--- src/rtl/hazard_scoreboard_if.sv ---
// hazard_scoreboard_if: decode, writeback and branch events in; issue/stall/flush/error out.
// master drives the events and reads the results; slave is the scoreboard side.
interface hazard_scoreboard_if;
  logic       id_valid;
  logic       id_uses_sr1;
  logic       id_uses_sr2;
  logic       id_write_memory;
  logic       id_load_regfile;
  logic       id_branch;
  logic [2:0] id_sr1;
  logic [2:0] id_sr2;
  logic [2:0] id_dest;
  logic       ext_stall;
  logic       wb_retire;
  logic [2:0] wb_dest;
  logic       br_resolve;
  logic       br_taken;
  logic       issue;
  logic       stall_id;
  logic       flush_if;
  logic       sb_err;
  modport master (
    output id_valid, id_uses_sr1, id_uses_sr2, id_write_memory, id_load_regfile, id_branch,
           id_sr1, id_sr2, id_dest, ext_stall, wb_retire, wb_dest, br_resolve, br_taken,
    input  issue, stall_id, flush_if, sb_err
  );
  modport slave (
    input  id_valid, id_uses_sr1, id_uses_sr2, id_write_memory, id_load_regfile, id_branch,
           id_sr1, id_sr2, id_dest, ext_stall, wb_retire, wb_dest, br_resolve, br_taken,
    output issue, stall_id, flush_if, sb_err
  );
endinterface

--- src/rtl/hazard_scoreboard.sv ---
// hazard_scoreboard: ID-stage RAW/WAW/control-transfer hazard scoreboard for the LC-3b pipeline.
// clk/reset_n: clock and async active-low reset; sb: decode/writeback/branch events in,
// issue and stall_id (combinational), flush_if (registered pulse), sb_err (sticky) out.
module hazard_scoreboard #(
  parameter int MAX_INFLIGHT = 3,
  parameter int NUM_REGS     = 8
) (
  input  logic clk,
  input  logic reset_n,
  hazard_scoreboard_if.slave sb
);
  logic [NUM_REGS-1:0][1:0] pend_cnt_q, pend_cnt_d;
  logic br_pending_q, br_pending_d, flush_q, flush_d, sb_err_q, sb_err_d;
  logic raw_hazard, waw_full, block;
  always_comb begin
    raw_hazard = (sb.id_uses_sr1 && pend_cnt_q[sb.id_sr1] != 2'd0) ||
                 ((sb.id_uses_sr2 || sb.id_write_memory) && pend_cnt_q[sb.id_sr2] != 2'd0);
    waw_full   = sb.id_load_regfile && pend_cnt_q[sb.id_dest] == 2'(MAX_INFLIGHT);
    block      = raw_hazard || waw_full || br_pending_q || sb.ext_stall;
  end
  assign sb.issue    = reset_n && sb.id_valid && !block;
  assign sb.stall_id = !reset_n || (sb.id_valid && block);
  assign sb.flush_if = flush_q;
  assign sb.sb_err   = sb_err_q;
  // A retire against an empty counter is an error, never an underflow.
  always_comb begin
    pend_cnt_d = pend_cnt_q;
    for (int r = 0; r < NUM_REGS; r++)
      pend_cnt_d[r] = pend_cnt_q[r]
                    + {1'b0, sb.issue && sb.id_load_regfile && sb.id_dest == 3'(r)}
                    - {1'b0, sb.wb_retire && sb.wb_dest == 3'(r) && pend_cnt_q[r] != 2'd0};
    sb_err_d     = sb_err_q || (sb.wb_retire && pend_cnt_q[sb.wb_dest] == 2'd0);
    br_pending_d = (sb.issue && sb.id_branch) || (br_pending_q && !sb.br_resolve);
    flush_d      = sb.br_resolve && sb.br_taken && br_pending_q;
  end
  always_ff @(posedge clk or negedge reset_n) begin
    if (!reset_n) begin
      pend_cnt_q   <= '0;
      br_pending_q <= 1'b0;
      flush_q      <= 1'b0;
      sb_err_q     <= 1'b0;
    end else begin
      pend_cnt_q   <= pend_cnt_d;
      br_pending_q <= br_pending_d;
      flush_q      <= flush_d;
      sb_err_q     <= sb_err_d;
    end
  end
endmodule
--- src/flat_wrapper.sv ---
// flat-port wrapper written by rule: the top's interface ports become plain ports
module hazard_scoreboard_flat 
#(
  parameter int MAX_INFLIGHT = 3,
  parameter int NUM_REGS     = 8
)
  (clk, reset_n, sb_id_valid, sb_id_uses_sr1, sb_id_uses_sr2, sb_id_write_memory, sb_id_load_regfile, sb_id_branch, sb_id_sr1, sb_id_sr2, sb_id_dest, sb_ext_stall, sb_wb_retire, sb_wb_dest, sb_br_resolve, sb_br_taken, sb_issue, sb_stall_id, sb_flush_if, sb_sb_err);
  hazard_scoreboard_if sb_i ();
  input  logic clk;
  input  logic reset_n;
  input wire logic [$bits(sb_i.id_valid)-1:0] sb_id_valid;
  input wire logic [$bits(sb_i.id_uses_sr1)-1:0] sb_id_uses_sr1;
  input wire logic [$bits(sb_i.id_uses_sr2)-1:0] sb_id_uses_sr2;
  input wire logic [$bits(sb_i.id_write_memory)-1:0] sb_id_write_memory;
  input wire logic [$bits(sb_i.id_load_regfile)-1:0] sb_id_load_regfile;
  input wire logic [$bits(sb_i.id_branch)-1:0] sb_id_branch;
  input wire logic [$bits(sb_i.id_sr1)-1:0] sb_id_sr1;
  input wire logic [$bits(sb_i.id_sr2)-1:0] sb_id_sr2;
  input wire logic [$bits(sb_i.id_dest)-1:0] sb_id_dest;
  input wire logic [$bits(sb_i.ext_stall)-1:0] sb_ext_stall;
  input wire logic [$bits(sb_i.wb_retire)-1:0] sb_wb_retire;
  input wire logic [$bits(sb_i.wb_dest)-1:0] sb_wb_dest;
  input wire logic [$bits(sb_i.br_resolve)-1:0] sb_br_resolve;
  input wire logic [$bits(sb_i.br_taken)-1:0] sb_br_taken;
  output wire logic [$bits(sb_i.issue)-1:0] sb_issue;
  output wire logic [$bits(sb_i.stall_id)-1:0] sb_stall_id;
  output wire logic [$bits(sb_i.flush_if)-1:0] sb_flush_if;
  output wire logic [$bits(sb_i.sb_err)-1:0] sb_sb_err;
  assign sb_i.id_valid = sb_id_valid;
  assign sb_i.id_uses_sr1 = sb_id_uses_sr1;
  assign sb_i.id_uses_sr2 = sb_id_uses_sr2;
  assign sb_i.id_write_memory = sb_id_write_memory;
  assign sb_i.id_load_regfile = sb_id_load_regfile;
  assign sb_i.id_branch = sb_id_branch;
  assign sb_i.id_sr1 = sb_id_sr1;
  assign sb_i.id_sr2 = sb_id_sr2;
  assign sb_i.id_dest = sb_id_dest;
  assign sb_i.ext_stall = sb_ext_stall;
  assign sb_i.wb_retire = sb_wb_retire;
  assign sb_i.wb_dest = sb_wb_dest;
  assign sb_i.br_resolve = sb_br_resolve;
  assign sb_i.br_taken = sb_br_taken;
  assign sb_issue = sb_i.issue;
  assign sb_stall_id = sb_i.stall_id;
  assign sb_flush_if = sb_i.flush_if;
  assign sb_sb_err = sb_i.sb_err;
  hazard_scoreboard #(.MAX_INFLIGHT(MAX_INFLIGHT), .NUM_REGS(NUM_REGS)) u_core (.clk(clk), .reset_n(reset_n), .sb(sb_i));
endmodule
--- config.mk ---
export PLATFORM = sky130hd
export DESIGN_NAME = hazard_scoreboard_flat
export DESIGN_NICKNAME = d
export VERILOG_FILES = /design/src/rtl/hazard_scoreboard_if.sv /design/src/rtl/hazard_scoreboard.sv /design/src/flat_wrapper.sv
export SDC_FILE = /design/constraint.sdc
export NUM_CORES = 1
export LEC_CHECK = 0
export ABC_CLOCK_PERIOD_IN_PS = 2040
export CORE_AREA = 8 8 67 69
export DETAILED_ROUTE_END_ITERATION = 6
export DIE_AREA = 0 0 75 77
export GPL_TIMING_DRIVEN = 0
export HOLD_SLACK_MARGIN = 0.1
export PLACE_DENSITY = 0.73
export SLEW_MARGIN = 40
export SYNTH_ARGS = -nofsm -noshare
export SYNTH_HDL_FRONTEND = slang
export SYNTH_SLANG_ARGS = --single-unit
--- constraint.sdc ---
create_clock -name clk -period 2.04 [get_ports clk]
set_clock_uncertainty 0.1 [all_clocks]
set_input_delay 0.204 -clock clk [delete_from_list [all_inputs] [get_ports clk]]
set_output_delay 0.204 -clock clk [all_outputs]
set_load 0.02 [all_outputs]
**Word-level counts from Yosys, hierarchy flattened**

Index checks and enable logic that the tools add are counted.

- Output and inout bits: 4
- Register bits: 19

- Add/subtract/negate cells: 16
- Equality and inequality tests: 15
- Reduce and logical (&&, ||, !) cells: 60
- Multiplexer cells: 8
- $lt $le $gt $ge: 4

Operators by type and width:

| operator | count |
|---|---|
| $logic_and A1 B1 Y1 | 36 |
| $bmux W2 S3 | 4 |
| $eq A3 B3 Y1 const B | 8 |
| $reduce_bool A2 Y1 | 10 |
| $add A2 B1 Y2 | 8 |
| $lt A3 B4 Y1 const B | 4 |
| $sub A2 B1 Y2 | 8 |
| $eq A3 B2 Y1 const B | 4 |
| $logic_or A1 B1 Y1 | 8 |
| $mux W2 | 4 |
| $eq A3 B1 Y1 const B | 2 |
| $logic_not A3 Y1 | 2 |
| $logic_not A1 Y1 | 3 |
| $eq A2 B2 Y1 const B | 1 |
| $logic_not A2 Y1 | 1 |

**Logic depth before layout (Yosys ltp)**

Gate-level depths: netlist of run 1.

- Depth in word-level cells: 14
- Gate-level depth with buffers: 10
- Gate-level depth less buffers: 8

**Worst setup path after synthesis of run 1**

OpenSTA, ideal clock, no wires.

- Path kind: reg2reg
- Start point: register u_core.pend_cnt_q[12] (netlist bit)
- End point: register u_core.pend_cnt_q[15] (netlist bit)
- Buffers on the path: 1
- Stages on the path, launching flop included: 10
- Clock period less this slack: 2.233 ns
- Arrival: 2.053 ns
- Slack: -0.193 ns
- Path through: dfrtp_1 -> nor2_2 -> mux4_1 -> nor3b_1 -> or4_4 -> buf_6 -> nor3_2 -> ha_1 -> xnor2_1 -> xnor2_1

RTL lines:

| what | line | RTL |
|---|---|---|
| start: declaration | hazard_scoreboard.sv:12 | `logic [NUM_REGS-1:0][1:0] pend_cnt_q, pend_cnt_d;` |
| start signal: assignment | hazard_scoreboard.sv:43 | `pend_cnt_q <= pend_cnt_d;` |

==> results.tsv, run 1 <==
stage	metric	value	unit
status	status	finished, violations left	
status	violations	negative setup slack	
logic_synthesis	synth_area	1538	um2
setup_path	worstSetupPathType	primary input to register	
sta	fin_tns_setup	-5.359	ns
logic_synthesis	yosysWarnings	0	
sta	tightestPinTransition	0.4683	ns
detailed_routing	ant_nets	0	
global_route	antenna_found_initial	0	
detailed_routing	wl_per_cell	15.79	um
sta	final_max_slew_viol_count	0	
logic_synthesis	synth_nets	196	
detailed_routing	met1_length	1556	um
cts	cts_buffers	3	
detailed_routing	vias	1320	
die	dieHeight	77	um
detailed_routing	top_layer_used	met4	
place	dp_hpwl	3009	um
worst_hold_path	min_to	u_core.br_pending_q	
die	io_pins	28	
detailed_routing	drc	0	
logic_synthesis	seq_area_frac_synth	30.92	%
sta	min_period_over_period	119.4	%
die	start_util	43.99	%
setup_path	worstSetupStartpointType	primary input	
worst_hold_path	min_from	reset_n	
logic_synthesis	synth_area_leader_cell	dfrtp_1	
sta	finalHoldViolations	0	
global_route	grt_pass1_wl	6285	um
setup_path	cp-end-kind	register	
sta	setup_viol	18	
detailed_routing	routed_wl	3932	um
layout	fin_nets	242	
layout	area_growth	42.07	%
cts	cts.sinks	19	
setup_path	worstPathRequired	2.16	ns
detailed_routing	drtIter0Drc	60	
logic_synthesis	syn_avg_cell_area	9.857	um2
setup_path	worstRegToRegCells	9	
flow_run	cap_violations	0	
sta	relSlewSlack	68.78	%
setup_path	max_stage_delay	0.60	ns
logic_synthesis	ys_seq_elements	19	
pwr	p_per_area	906.3	nW/um2
global_route	gr-total-overflow	0	
logic_synthesis	synthArstFlopShare	100.0	%
die	placementRows	22	
detailed_routing	wl_met3	157	um
logic_synthesis	synth_edf_count	0	
logic_synthesis	yosysUniqueCellTypes	34	
sta	rsz0062_at_grt	true	
cts	clkLatencyLatePin	0.30	ns
worst_hold_path	hold_class	primary input to register	
pwr	total_power	1.980	mW
setup_path	crit-reg2reg-launch	u_core.pend_cnt_q[8]	
die	die_area	5775	um2
sta	layout_setup_ws	-0.3947	ns
cts	root_buffer	clkbuf_4	
logic_synthesis	netlist_top_cells_count	dfrtp_1 (19), inv_1 (18), ha_1 (16), xnor2_1 (16), nand2_1 (15)	
setup_path	path_cells	clkdlybuf4s50_1 > buf_6 > o21ai_1 > o211a_1 > or4_4 > buf_12 > nor3_2 > ha_2 > xnor2_2 > xnor2_1	
global_route	grt_max_degree	20	
worst_hold_path	holdPathStages	4	
global_route	first_global_vias	1432	
pwr	irDropWorstVdd	0.5374	mV
sta	fmax	410.7	MHz
logic_synthesis	syn_inst	156	
setup_path	slowest_stage	or4_4	
place	gp_congestion	0.8599	
cts	clk_pin_slew_worst_paths	0.11	ns
setup_path	r2r_end	u_core.pend_cnt_q[9]	
detailed_routing	wl_met2	2154	um
layout	drive_gt1_share	33.83	%
setup_path	cp_max_fo	7	
die	die_width	75	um
setup_path	rrSetupSlack	-0.39	ns
place	pre_cts_ws	-0.9541	ns
place	dpl-instance-area	1942	um2
die	core_area	3496	um2
detailed_routing	via_per_inst	5.301	
place	io_buffers	27	
cts	cts_buffer_depth	2	
logic_synthesis	netlist.area_leader.share	30.92	%
cts	h-tree-depth	1	
layout	final_area	2185	um2
global_route	grt_usage	13.90	%
setup_path	arrival	2.55	ns
logic_synthesis	yosys-top-cells-area	dfrtp_1 (31%), ha_1 (13%), xnor2_1 (9.1%)	
sta	fin_crit	2.435	ns
cts	tritoncts	built	
pwr	leakagePower	0.9198	nW
layout	diodes	0	
logic_synthesis	synth_flop_cell	dfrtp_1	
detailed_routing	first_pass_iters	4	
logic_synthesis	yosysMostFrequentCell	dfrtp_1	
==> layer usage <==
layer	up-vias	global-route usage (%)
met5	-	0
met4	0	5.490
met3	6	3.121
met2	26	25.26
met1	647	14.55
li1	641	-
==> layout by cell type (no fill, tap or decap), types with 6 or more instances in the layout <==
cell type,instances
buf_4,13
clkdlybuf4s50_1,24
dfrtp_1,19
ha_1,8
ha_2,6
inv_1,18
nand2_1,15
nor3_1,9
xnor2_1,8
xnor2_2,8
==> power by group <==
part | leakage, nW | switching, mW | internal, mW | total [mW]
Sequential | 0.224 | 0.205 | 0.537 | 0.742
Clock | 0.0150 | 0.125 | 0.0761 | 0.201
Combinational | 0.681 | 0.479 | 0.557 | 1.04
Total | 0.920 | 0.810 | 1.17 | 1.98
==> worst max-delay path by stage <==
stage	start	endpoint	slack, ns	cells past startpoint
5_1_grt	u_core.pend_cnt_q[2]	u_core.pend_cnt_q[1]	-0.47	9
4_1_cts	u_core.pend_cnt_q[1]	u_core.pend_cnt_q[5]	-0.38	9
3_5_place_dp	sb_id_dest[1]	sb_issue	-0.95	8
6_report	sb_id_dest[0]	u_core.pend_cnt_q[9]	-0.39	10
2_1_floorplan	u_core.pend_cnt_q[3]	u_core.pend_cnt_q[7]	-0.16	9
3_3_place_gp	reset_n	sb_issue	-1.26	6
==> flip-flops by register name, summed over array words and instances (netlist names) <==
name,cells
u_core.sb.sb_err,1
u_core.sb.flush_if,1
u_core.br_pending_q,1
u_core.pend_cnt_q,16
==> cell type report <==
cell class,instances,area [um2]
fill,283,1311
multi-input combinational,115,1124
sequential,19,475.5
timing repair buffer,42,389.1
inverter,18,67.56
tap,48,60.06
buffer,3,42.54
clock buffer,4,26.28
==> cells by family after synthesis <==
logic type / count (synthesis) / share of synthesized area (%)
AND/OR/NAND/NOR: 65 / 25.06
buffers and inverters: 22 / 6.427
flip-flops: 19 / 30.92
XOR/XNOR: 16 / 9.113
adder cells (fa/ha/maj): 16 / 13.02
AO/OA/AOI/OAI: 12 / 6.672
multiplexers: 6 / 8.788
==> timing repair <==
item,in CTS,in global routing
pin swaps,11,8
hold endpoints to repair,19,19
gates cloned,0,0
buffers inserted,9,4
endpoints found under the setup margin,18,18
hold buffers,1,1
gates resized for setup,30,6
==> critical path: cells and delay by family <==
| family | cells | cell delay (ns) |
|---|---|---|
| AOI/OAI and AO/OA | 2 | 0.33 |
| xor gates and xnor gates | 2 | 0.25 |
| adders and majority gates | 1 | 0.22 |
| buffers and inverters | 3 | 0.83 |
| and+or+nand+nor | 2 | 0.74 |
==> per-stage QoR <==
step	util [%]	hold slack, ns	std cells
global route	62.49	0.2766	249
floorplan	-	-0.1916	156
detailed placement	55.55	0.09924	231
global placement	55.69	0.3411	231
CTS	60.49	0.2642	244
finish	62.49	0.2711	249
(Power assumes the default switching activity.)
==> inputs of run 2 (changes only) <==
Settings changed: REMOVE_ABC_BUFFERS set to 1.
==> run 2 against run 1 <==
Compared with the run above:
- the flow still finishes with violations (negative setup slack)
- clock-buffer cell count is the same
- fmax shrank 0.39%
- clock power is essentially flat
- sequential share of layout area shrank 0.25 points
- hold slack lost 0.0068 ns
- first-iteration DRC count grew 93%
- sequential cell count is the same
- die area is the same
- global-route usage grew 1.2 points
- critical path depth shrank 1
- register-to-register slack is essentially flat
- total power grew 1.5%
- largest power group unchanged
==> results.tsv, run 2 (synthesis results as in run 1) <==
stage	metric	value	unit
die	start_util	43.99	%
detailed_routing	wl_per_cell	17.24	um
global_route	antenna_found_initial	0	
setup_path	arrival	2.58	ns
detailed_routing	first_pass_iters	4	
worst_hold_path	holdPathStages	4	
sta	relSlewSlack	37.46	%
global_route	grt_max_degree	22	
pwr	irDropWorstVdd	0.6210	mV
detailed_routing	met1_length	1675	um
cts	clkLatencyLatePin	0.31	ns
setup_path	cp_max_fo	8	
layout	regMostFlops	u_core.pend_cnt_q	
sta	fin_crit	2.444	ns
setup_path	worstSetupStartpointType	register	
cts	h-tree-depth	1	
detailed_routing	via_per_inst	5.446	
sta	hold_slack	0.2643	ns
layout	mostFrequentLayoutCells	clkdlybuf4s50_1 (22), dfrtp_1 (19), inv_1 (18)	
worst_hold_path	hold_class	primary input to register	
die	placementRows	22	
cts	clk_pin_slew_worst_paths	0.12	ns
cts	tritoncts	built	
place	pre_cts_ws	-1.073	ns
sta	layout_setup_ws	-0.4042	ns
layout	diodes	0	
sta	fmax	409.1	MHz
cts	cts_buffers	3	
place	dp_hpwl	2799	um
status	violations	negative setup slack	
layout	drive_gt1_share	31.96	%
die	io_pins	28	
place	io_buffers	27	
detailed_routing	routed_wl	4171	um
cts	cts.sinks	19	
cts	root_buffer	clkbuf_4	
layout	largest_register_ffs	16	
detailed_routing	drc	0	
layout	layout_commonest_cell	clkdlybuf4s50_1	
setup_path	worstRegToRegCells	9	
layout	post-route-util	63.21	%
sta	setup_viol	18	
layout	fin_nets	235	
setup_path	worstSetupPathType	register to register	
global_route	grt_usage	15.15	%
global_route	grt_pass1_wl	6768	um
place	placed_cells	227	
die	core_area	3496	um2
global_route	gr-total-overflow	0	
detailed_routing	wl_met3	235	um
place	dpl-instance-area	1832	um2
setup_path	cp-end-kind	register	
sta	tightestPinTransition	0.9351	ns
cts	cts_buffer_depth	2	
flow_run	cap_violations	0	
die	dieHeight	77	um
layout	final_cells	242	
setup_path	worstPathRequired	2.18	ns
layout	final_area	2210	um2
detailed_routing	drtIter0Drc	116	
global_route	first_global_vias	1417	
detailed_routing	vias	1318	
detailed_routing	ant_nets	0	
die	die_area	5775	um2
status	status	finished, violations left	
sta	final_max_slew_viol_count	0	
pwr	p_per_area	909.9	nW/um2
die	die_width	75	um
detailed_routing	top_layer_used	met4	
layout	area_growth	43.69	%
sta	rsz0062_at_grt	true	
detailed_routing	wl_met2	2170	um
sta	finalHoldViolations	0	
sta	min_period_over_period	119.8	%
place	gp_congestion	0.8590	
pwr	leakagePower	0.9249	nW
## run 2: cell count changes in the layout (fill, tap and decap cells not counted), sizes merged
cell | before | now
buf | 20 | 13
dlygate4sd2 | 0 | 2
clkdlybuf4s50 | 24 | 22
## run 2: what timing repair did
action | 4_1_cts | 5_1_grt
setup buffers | 5 | 5
setup endpoints to repair | 19 | 18
gates cloned | 0 | 0
gates resized for setup | 59 | 5
endpoints found under the hold margin | 19 | 19
pin swaps | 28 | 6
## run 2: path summary, 6_finish.rpt
check | endpoint | slack, ns | startpoint
setup reg to reg | u_core.pend_cnt_q[9] | -0.40 | u_core.pend_cnt_q[11]
min in group asynchronous | u_core.pend_cnt_q[7] | 0.52 | reset_n
setup / recovery | u_core.pend_cnt_q[9] | -0.40 | u_core.pend_cnt_q[11]
hold reg to reg | u_core.sb.sb_err | 0.37 | u_core.sb.sb_err
hold / removal | u_core.br_pending_q | 0.26 | reset_n
max in group asynchronous | u_core.pend_cnt_q[14] | 0.75 | reset_n
## run 2: where the power goes
| part | internal, mW | switching [mW] | total (mW) |
|---|---|---|---|
| Clock | 0.0764 | 0.128 | 0.204 |
| Sequential | 0.537 | 0.222 | 0.759 |
| Combinational | 0.533 | 0.514 | 1.05 |
| Total | 1.15 | 0.864 | 2.01 |
## run 2: per-stage QoR
step | TNS (ns) | power (mW)
2_1_floorplan | -1.506 | 1.202
3_3_place_gp | -15.36 | 1.388
3_5_place_dp | -13.86 | 1.432
4_1_cts | -5.486 | 1.874
5_1_grt | -6.966 | 2.151
6_report | -5.685 | 2.011
## run 2: worst max-delay path: stages (launching register included)
cell and delay (ns):
dfrtp_1 0.46, nor2_4 0.16, mux4_2 0.26, nor3b_2 0.05, or4_4 0.57, buf_12 0.19, nor3_4 0.17, ha_4 0.17
xnor2_2 0.11, xnor2_1 0.13
## run 2: layer usage
metal | GRT usage [%] | up-vias
met4 | 4.902 | 0
met5 | 0 | -
met2 | 25.52 | 46
met1 | 17.40 | 639
met3 | 4.551 | 12
li1 | - | 621
## run 2: cell type report
cell class | count | area (um2)
clock buffer | 4 | 26.28
timing repair buffer | 38 | 362.8
inverter | 18 | 67.56
fill | 292 | 1286
multi-input combinational | 115 | 1217
tap | 48 | 60.06
sequential | 19 | 475.5
==> inputs of run 3 (changes only) <==
Settings changed: HOLD_SLACK_MARGIN 0.1 to 0.02.
==> results of run 3 <==
The final DEF is identical to that of run 2; final timing and power are the same.
